## config.mk

```make
export PLATFORM = sky130hd
export DESIGN_NAME = hazard_control
export DESIGN_NICKNAME = d
export VERILOG_FILES = /design/src/rtl/hazard_control.sv
export SDC_FILE = /design/constraint.sdc
export NUM_CORES = 1
export LEC_CHECK = 0
export ABC_AREA = 1
export BUFFER_PORTS_ARGS = -buffer_cell sky130_fd_sc_hd__buf_2
export CAP_MARGIN = 30
export CORE_ASPECT_RATIO = 0.9
export CORE_MARGIN = 10
export CORE_UTILIZATION = 56
export DETAILED_ROUTE_END_ITERATION = 10
export PLACE_DENSITY = 0.84
export SYNTH_ARGS = -nofsm -noshare
export SYNTH_HDL_FRONTEND = slang
export SYNTH_SLANG_ARGS = --single-unit
export TNS_END_PERCENT = 20
```

## constraint.sdc

```tcl
create_clock -name clock -period 4.5 [get_ports clock]
set_input_delay 1.35 -clock clock [delete_from_list [all_inputs] [get_ports clock]]
set_output_delay 1.35 -clock clock [all_outputs]
set_load 0.1 [all_outputs]
```

## src/rtl/hazard_control.sv

```systemverilog
// Pipeline hazard controller: load-use stall, taken-branch flush and memory-busy freeze,
// with saturating stall/flush event counters for performance debug.
module hazard_control #(
   parameter int unsigned CNT_W = 16
) (
   input  logic             clock,
   input  logic             reset,
   input  logic             MemRead_ex,
   input  logic [4:0]       write_register_ex,
   input  logic [4:0]       read_register1_id,
   input  logic [4:0]       read_register2_id,
   input  logic             uses_rs2_id,
   input  logic             branch_taken_mem,
   input  logic             dmem_busy,
   output logic             PC_write,
   output logic             IFID_write,
   output logic             IDEX_bubble,
   output logic             IFID_flush,
   output logic             IDEX_flush,
   output logic             EXMEM_flush,
   output logic             IDEX_write,
   output logic [CNT_W-1:0] stall_cycles,
   output logic [CNT_W-1:0] flush_events
);

   localparam logic [4:0]       XZR     = 5'd31;
   localparam logic [CNT_W-1:0] CNT_MAX = '1;

   typedef enum logic [1:0] {
      RUN     = 2'd0,
      LOADUSE = 2'd1,
      FLUSH   = 2'd2
   } state_t;

   state_t state;
   state_t state_next;
   logic   load_use;
   logic   stall_inc;
   logic   flush_inc;

   // XZR is hardwired zero, so a load targeting it never creates a dependency
   assign load_use = MemRead_ex && (write_register_ex != XZR) &&
                     ((write_register_ex == read_register1_id) ||
                      (uses_rs2_id && (write_register_ex == read_register2_id)));

   // Mealy decode: reset, then freeze, then branch flush, then load-use stall
   always_comb begin
      PC_write    = 1'b1;
      IFID_write  = 1'b1;
      IDEX_write  = 1'b1;
      IDEX_bubble = 1'b0;
      IFID_flush  = 1'b0;
      IDEX_flush  = 1'b0;
      EXMEM_flush = 1'b0;
      stall_inc   = 1'b0;
      flush_inc   = 1'b0;
      state_next  = state;

      if (reset) begin
         PC_write   = 1'b0;
         IFID_write = 1'b0;
         state_next = RUN;
      end else if (dmem_busy) begin
         PC_write   = 1'b0;
         IFID_write = 1'b0;
         IDEX_write = 1'b0;
      end else if (branch_taken_mem) begin
         IFID_flush  = 1'b1;
         IDEX_flush  = 1'b1;
         EXMEM_flush = 1'b1;
         flush_inc   = 1'b1;
         state_next  = FLUSH;
      end else if (load_use) begin
         PC_write    = 1'b0;
         IFID_write  = 1'b0;
         IDEX_bubble = 1'b1;
         stall_inc   = 1'b1;
         state_next  = LOADUSE;
      end else begin
         state_next = RUN;
      end
   end

   // State and saturating event counters
   always_ff @(posedge clock) begin
      if (reset) begin
         state        <= RUN;
         stall_cycles <= '0;
         flush_events <= '0;
      end else begin
         state <= state_next;
         if (stall_inc && (stall_cycles != CNT_MAX))
            stall_cycles <= stall_cycles + CNT_W'(1);
         if (flush_inc && (flush_events != CNT_MAX))
            flush_events <= flush_events + CNT_W'(1);
      end
   end

endmodule
```

---- Word-level counts from Yosys, hierarchy flattened ----
Index checks and enable logic that the tools add are counted.
word-level totals
  bits in registers ....................... 32
  output and inout port bits .............. 39
  logic and storage cells ................. 28
cells by class
  add/sub/neg operators ................... 2
  eq/ne operators ......................... 5
  multiplexer cells ....................... 13
  reductions and logical operators ........ 6
operators by type and width
  operator                 number
  $add A16 B1 Y16 const B  2
  $ne A16 B16 Y1 const B   2
  $mux W1                  13
  $eq A5 B5 Y1             2
  $logic_and A1 B1 Y1      5
  $ne A5 B5 Y1 const B     1
  $logic_or A1 B1 Y1       1

---- Depth between registers and ports, before layout ----
Gate-level depths: netlist of the first run.
  depth in word-level cells ............... 9
  gate-level depth with buffers ........... 13
  mapped depth without buffers ............ 13

---- Worst setup path before layout of the first run ----
Ideal clock, no wire load.
  path kind ............................... input port to output port
  start point ............................. in reset
  end point ............................... out PC_write
  data arrival time ....................... 4.659 ns
  data required time ...................... 3.150 ns
  slack ................................... -1.509 ns
  stages on the path ...................... 4
  path buffers ............................ 2
  path through ............................ buf_2 -> nor2_1 -> a21boi_0 -> buf_4
between the ends
  cells in the longest elaborated chain, start to end .. 1
ends and longest elaborated chain
  element             line  text
  start: declaration  7     input logic reset,
  $mux W1             -
  end: declaration    15    output logic PC_write,
Every way passes these cells.

---- Worst setup path in the final report of the first run ----
  start point ............................. in write_register_ex[4]
  end point ............................... out IDEX_bubble
between the ends
  cells in the longest elaborated chain, start to end .. 8
  elaborated cells on any way between the ends .. 11
  classes of those cells .................. 3 x eq/ne; 4 x mux; 4 x reduce/logical
ends and longest elaborated chain
  element                line  text
  start: declaration     9     input logic [4:0] write_register_ex,
  $eq A5 B5 Y1           44    (uses_rs2_id && (write_register_ex == read_register2_id)));
  $logic_and A1 B1 Y1    44
  $logic_or A1 B1 Y1     43    ((write_register_ex == read_register1_id) ||
  $logic_and A1 B1 Y1 *  42    assign load_use = MemRead_ex && (write_register_ex != XZR) &&
  $mux W1 *              73    end else if (load_use) begin
  $mux W1 *              67    end else if (branch_taken_mem) begin
  $mux W1 *              63    end else if (dmem_busy) begin
  $mux W1 *              59    if (reset) begin
  end: declaration       17    output logic IDEX_bubble,
Every way passes the cells marked *; elsewhere a longest branch is shown, timed or not.

==> results of run 1 <==
==> final timing paths <==
path                                   end  slack [ns]  cells after the start
min           flush_events[7]$_SDFFE_PP0P_        0.50                      1
max                            IDEX_bubble        0.50                      7
min reg2reg   flush_events[7]$_SDFFE_PP0P_        0.50                      1
max reg2reg  flush_events[15]$_SDFFE_PP0P_        2.62                     13
==> power by group through the flow <==
stage               logic [W]  clock network (W)  registers (W)
detailed placement  0.0000770                  0       0.000292
floorplan           0.0000506                  0       0.000300
finish              0.0000767           0.000231       0.000285
global placement    0.0000757                  0       0.000292
global route        0.0000844           0.000242       0.000285
CTS                 0.0000770           0.000234       0.000285
==> area by class of cell <==
type / instances / area (sq um) / share of cell area (%)
well taps: 44 / 55.1 / 2.24
clock inverters: 2 / 10.0 / 0.408
inverters: 45 / 171 / 6.98
repair buffers: 60 / 318 / 12.9
flip-flops and latches: 32 / 641 / 26.1
clock buffers: 6 / 82.6 / 3.36
multi-input cells: 245 / 1180 / 48.0
==> sequential cells by signal (all words and copies together) (netlist names) <==
signal	flops
flush_events	16
stall_cycles	16
==> critical path, delay by kind of cell <==
kind,cells,cell delay (ns)
buffers and inverters,3,0.46
AND/OR/NAND/NOR,3,0.74
AO/OA/AOI/OAI,1,0.08
==> per-layer routing <==
metal,wire length [um],vias to the layer above
li1,-,1143
met5,0,-
met4,67,0
met1,2430,969
met3,355,5
met2,2290,66
==> logic make-up (layout without fill, tap and decap cells) <==
logic type	count (synthesis)	after routing	share of synthesized area, %
xor gates and xnor gates	4	4	1.72
and+or+nand+nor	211	211	46.4
adders and majority gates	2	2	1.23
buffers and inverters	53	113	11.3
AOI/OAI and AO/OA	28	28	7.86
DFF	32	32	31.4
==> cells in the final DEF (no fill, tap or decap) <==
master / n
inv_4: 1
o21ai_0: 10
nand3_1: 17
nand3_4: 1
or2_2: 1
nand2_2: 3
nand2_1: 94
o21bai_2: 2
clkinv_1: 1
a21boi_4: 1
clkinv_2: 2
nand4_1: 9
and3_1: 2
xor2_1: 2
clkbuf_8: 6
buf_12: 1
inv_1: 40
o21bai_1: 2
a21oi_1: 12
nor2_1: 64
nor2_4: 1
buf_2: 58
buf_4: 1
nor3b_2: 1
nor3b_4: 1
inv_2: 3
o21ai_1: 1
nor2_2: 6
nor3_1: 9
ha_1: 2
xnor2_1: 2
nand4_4: 1
nor3_2: 1
dfxtp_1: 32
==> metrics by stage <==
stage	area (sq um)	hold slack, ns	total power [W]
floorplan	2050	0.920	0.000350
global placement	2360	0.478	0.000368
detailed placement	2360	0.485	0.000369
CTS	2450	0.499	0.000597
global route	2450	0.515	0.000612
finish	2450	0.496	0.000593
==> impl_metrics.json, run 1 <==
{
  "cp-start-kind": "input pin",
  "min-delay-start": "flush_events[7]$_SDFFE_PP0P_",
  "status": "finished clean",
  "fin_util_pct": 71.6,
  "use_met2_pct": 26.2,
  "pwr-share-comb_pct": 12.9,
  "crit_slowest_cell": "nor2_1",
  "finalSetupViolCount": 0,
  "drc": 0,
  "synth_most_common_cell": "nand2_1",
  "synth_edf_count": 0,
  "cts_buffers": 5,
  "switching_power_w": 0.000166,
  "fin_tns_setup_ns": 0,
  "vias": 2183,
  "grt_util_met1_pct": 18.6,
  "post-place-ws_ns": 0.496,
  "synth_top_cell_area_share_pct": 31.4,
  "async_flop_share_pct": 0,
  "synthTopCellsByCount": "nand2_1, nor2_1, inv_1",
  "endpoint_kind": "output pin",
  "crit_chain": "buf_2 -> nand3_1 -> o21ai_0 -> nor2_1 -> nand3_4 -> inv_2 -> buf_12",
  "antenna_left": 0,
  "routedWlPerCell_um": 11.8,
  "clk_path_buf_depth": 2,
  "core_area_sq_um": 3430,
  "post-route-period-util_pct": 88.8,
  "synthCells": 330,
  "num_rows": 20,
  "r2r_start": "flush_events[0]$_SDFFE_PP0P_",
  "grt.overflow.total": 0,
  "grt_pass1_wl_um": 9070,
  "critPathMaxFanout": 13,
  "pin_count": 60,
  "synth_area_leaders": "dfxtp_1, nand2_1, nor2_1",
  "viasPerCell": 5.03,
  "dr.pass1.iters": 4,
  "hold_violations": 0,
  "dp_hpwl_um": 4010,
  "clkLatencyLatePin_ns": 0.29,
  "clkPwrFrac_pct": 38.9,
  "grt_use_met3_pct": 5.07,
  "cts_sinks": 32,
  "root_buffer": "clkbuf_8",
  "drt_wl_total_um": 5130,
  "initial_core_util_pct": 59.4,
  "fin_ws_ns": 0.505,
  "crit_arrival_ns": 2.65,
  "post_route_cells_drive_above_1_share_pct": 23.3,
  "cts_max_level": 2,
  "drtIter0Drc": 113,
  "yosysTopAreaCell": "dfxtp_1",
  "antennaDiodeCount": 0,
  "synth_cell_types": 33,
  "hold_class": "reg2reg",
  "power_density_nw_per_um2": 242,
  "worst_clock_skew_ns": 0.00732,
  "report.final.slew_viol_count": 0,
  "post_cts_buffers": 0,
  "syn-cell-area_sq_um": 2040,
  "antenna_found_initial": 0,
  "rsz0062_at_grt": "no",
  "ys_seq_area_share_pct": 31.4,
  "place_inst": 426,
  "path_clk_slew_ns": 0.07,
  "avgSynthCellArea_sq_um": 6.17,
  "grt_pass1_vias": 2178,
  "grt_max_degree": 28,
  "die_h_um": 77.2,
  "max_stage_delay_ns": 0.38,
  "relSlewSlack_pct": 67.2,
  "fmax_mhz": 250,
  "portBuffers": 59,
  "synth_nets": 353,
  "die_x_um": 83.6,
  "ys.flop_type": "dfxtp_1",
  "max-vdd-ir-drop_mv": 0.158,
  "gp_congestion": 0.842,
  "startpoint": "write_register_ex[4]",
  "yosys_warnings": 0,
  "grt_use_total_pct": 15.9,
  "worstSetupPathType": "in2out",
  "grt_busiest_layer": "met2",
  "sw_frac_of_total_pct": 28.1,
  "instances_no_fill": 434,
  "finalCriticalPeriod_ns": 4.00,
  "fillers": 292,
  "required_ns": 3.15,
  "ys_ff_latch": 32,
  "drv_cap": 0,
  "tightest_slew_ns": 0.496,
  "cts_resized": 0,
  "hold_buffers": 0,
  "syn_to_final_growth_pct": 20.5,
  "p_seq_share_pct": 48.1,
  "p_int_w": 0.000427,
  "p_leak_nw": 1.19,
  "cts_tree": "yes",
  "die_area_sq_um": 6450,
  "nets": 412
}
Note: power is estimated with default switching activity, not from simulation.
==> inputs of run 2 (changes only) <==
CORE_UTILIZATION = 50   (was 56)
PLACE_DENSITY = 0.76   (was 0.84)
==> run 2 against run 1 <==
  * Sequential share of layout area is the same
  * Sequential power is essentially flat
  * Largest power group unchanged
  * Clock power barely moved
  * Utilization down 7.6 points
  * First-iteration DRC count decreased by 34%
==> impl_metrics.json, run 2 (same netlist as run 1, synthesis figures left out) <==
{
  "grt_max_degree": 28,
  "initial_core_util_pct": 53.1,
  "reg_top3": "flush_events (16), stall_cycles (16)",
  "routedWlPerCell_um": 11.5,
  "dp_hpwl_um": 3900,
  "critPathMaxFanout": 13,
  "pwr-share-comb_pct": 12.9,
  "place_area_sq_um": 2360,
  "die_h_um": 80.6,
  "nets": 412,
  "cts_max_level": 2,
  "antenna_found_initial": 0,
  "pin_count": 60,
  "power_density_nw_per_um2": 241,
  "dr.pass1.iters": 4,
  "drv_cap": 0,
  "p_leak_nw": 1.19,
  "endpoint_kind": "output pin",
  "num_rows": 21,
  "grt_use_total_pct": 14.9,
  "clkPwrFrac_pct": 38.9,
  "root_buffer": "clkbuf_8",
  "drtIter0Drc": 75,
  "drc": 0,
  "crit_arrival_ns": 2.63,
  "finalCriticalPeriod_ns": 3.98,
  "grt_pass1_vias": 2037,
  "report.final.slew_viol_count": 0,
  "required_ns": 3.15,
  "die_x_um": 87.3,
  "die_area_sq_um": 7030,
  "grt_pass1_wl_um": 8760,
  "max-vdd-ir-drop_mv": 0.108,
  "p_int_w": 0.000429,
  "final_common_cell": "nand2_1",
  "antenna_left": 0,
  "status": "finished clean",
  "gp_congestion": 0.863,
  "fmax_mhz": 251,
  "cts_sinks": 32,
  "cp-start-kind": "input pin",
  "path_clk_slew_ns": 0.06,
  "cts_tree": "yes",
  "tightest_slew_ns": 0.494,
  "post_cts_buffers": 0,
  "syn_to_final_growth_pct": 20.5,
  "drt_wl_total_um": 5020,
  "core_area_sq_um": 3840,
  "finalSetupViolCount": 0,
  "viasPerCell": 4.92,
  "clk_path_buf_depth": 2,
  "vias": 2144,
  "p_seq_share_pct": 48.2,
  "post-route-period-util_pct": 88.4,
  "hold_violations": 0,
  "relSlewSlack_pct": 67.3,
  "antennaDiodeCount": 0,
  "worst_clock_skew_ns": 0.00452,
  "clkLatencyLatePin_ns": 0.29,
  "portBuffers": 59,
  "final_cell_mix": "nand2_1, nor2_1, buf_2",
  "cts_resized": 0,
  "power_w": 0.000592,
  "rsz0062_at_grt": "no",
  "final_area_sq_um": 2450,
  "post_route_cells_drive_above_1_share_pct": 22.8,
  "switching_power_w": 0.000163,
  "instances_no_fill": 436,
  "sw_frac_of_total_pct": 27.5,
  "grt.overflow.total": 0,
  "cts_buffers": 5,
  "hold_buffers": 0,
  "place_inst": 428,
  "hold_class": "reg2reg",
  "worstSetupPathType": "in2out",
  "fin_tns_setup_ns": 0
}
-- run 2: critical path, stage by stage --
cell,delay [ns]
buf_2,0.12
nand3_1,0.07
o21ai_0,0.08
nor2_1,0.38
nand3_4,0.27
inv_2,0.16
buf_12,0.18
-- run 2: power by group through the flow --
| stage | logic, W | clock network [W] | registers, W |
|---|---|---|---|
| 6_report | 0.0000763 | 0.000231 | 0.000285 |
| 4_1_cts | 0.0000768 | 0.000235 | 0.000285 |
| 2_1_floorplan | 0.0000506 | 0 | 0.000300 |
| 5_1_grt | 0.0000842 | 0.000251 | 0.000285 |
| 3_3_place_gp | 0.0000760 | 0 | 0.000292 |
| 3_5_place_dp | 0.0000766 | 0 | 0.000292 |
-- run 2: final timing paths --
kind	from	end	slack [ns]	depth (start not counted)
worst min-delay path	flush_events[0]$_SDFFE_PP0P_	flush_events[0]$_SDFFE_PP0P_	0.49	1
worst max register to register	flush_events[0]$_SDFFE_PP0P_	flush_events[15]$_SDFFE_PP0P_	2.63	13
worst min register to register	flush_events[0]$_SDFFE_PP0P_	flush_events[0]$_SDFFE_PP0P_	0.49	1
worst max-delay path	write_register_ex[4]	IDEX_bubble	0.52	7
-- run 2: area by class of cell --
cell class	count	area [sq um]
Fill cell	369	1380
Multi-Input combinational cell	245	1180
Sequential cell	32	641
Timing Repair Buffer	60	318
Inverter	45	171
Clock buffer	8	90.1
Tap cell	46	57.6
-- run 2: through the flow --
step | worst slack (ns) | hold slack, ns | util, %
2_1_floorplan | 0.275 | 0.920 | -
3_3_place_gp | 0.557 | 0.480 | 61.6
3_5_place_dp | 0.524 | 0.484 | 61.6
4_1_cts | 0.520 | 0.499 | 64.0
5_1_grt | 0.450 | 0.528 | 64.0
6_report | 0.520 | 0.494 | 64.0
-- run 2: metal layers --
layer	wire length, um	track usage (%)	up-vias	share of wire, %
met4	88	7.01	0	1.8
met5	0	0	-	0
li1	-	-	1145	-
met1	2420	18.0	930	48
met2	2140	23.2	61	43
met3	370	4.84	8	7.4
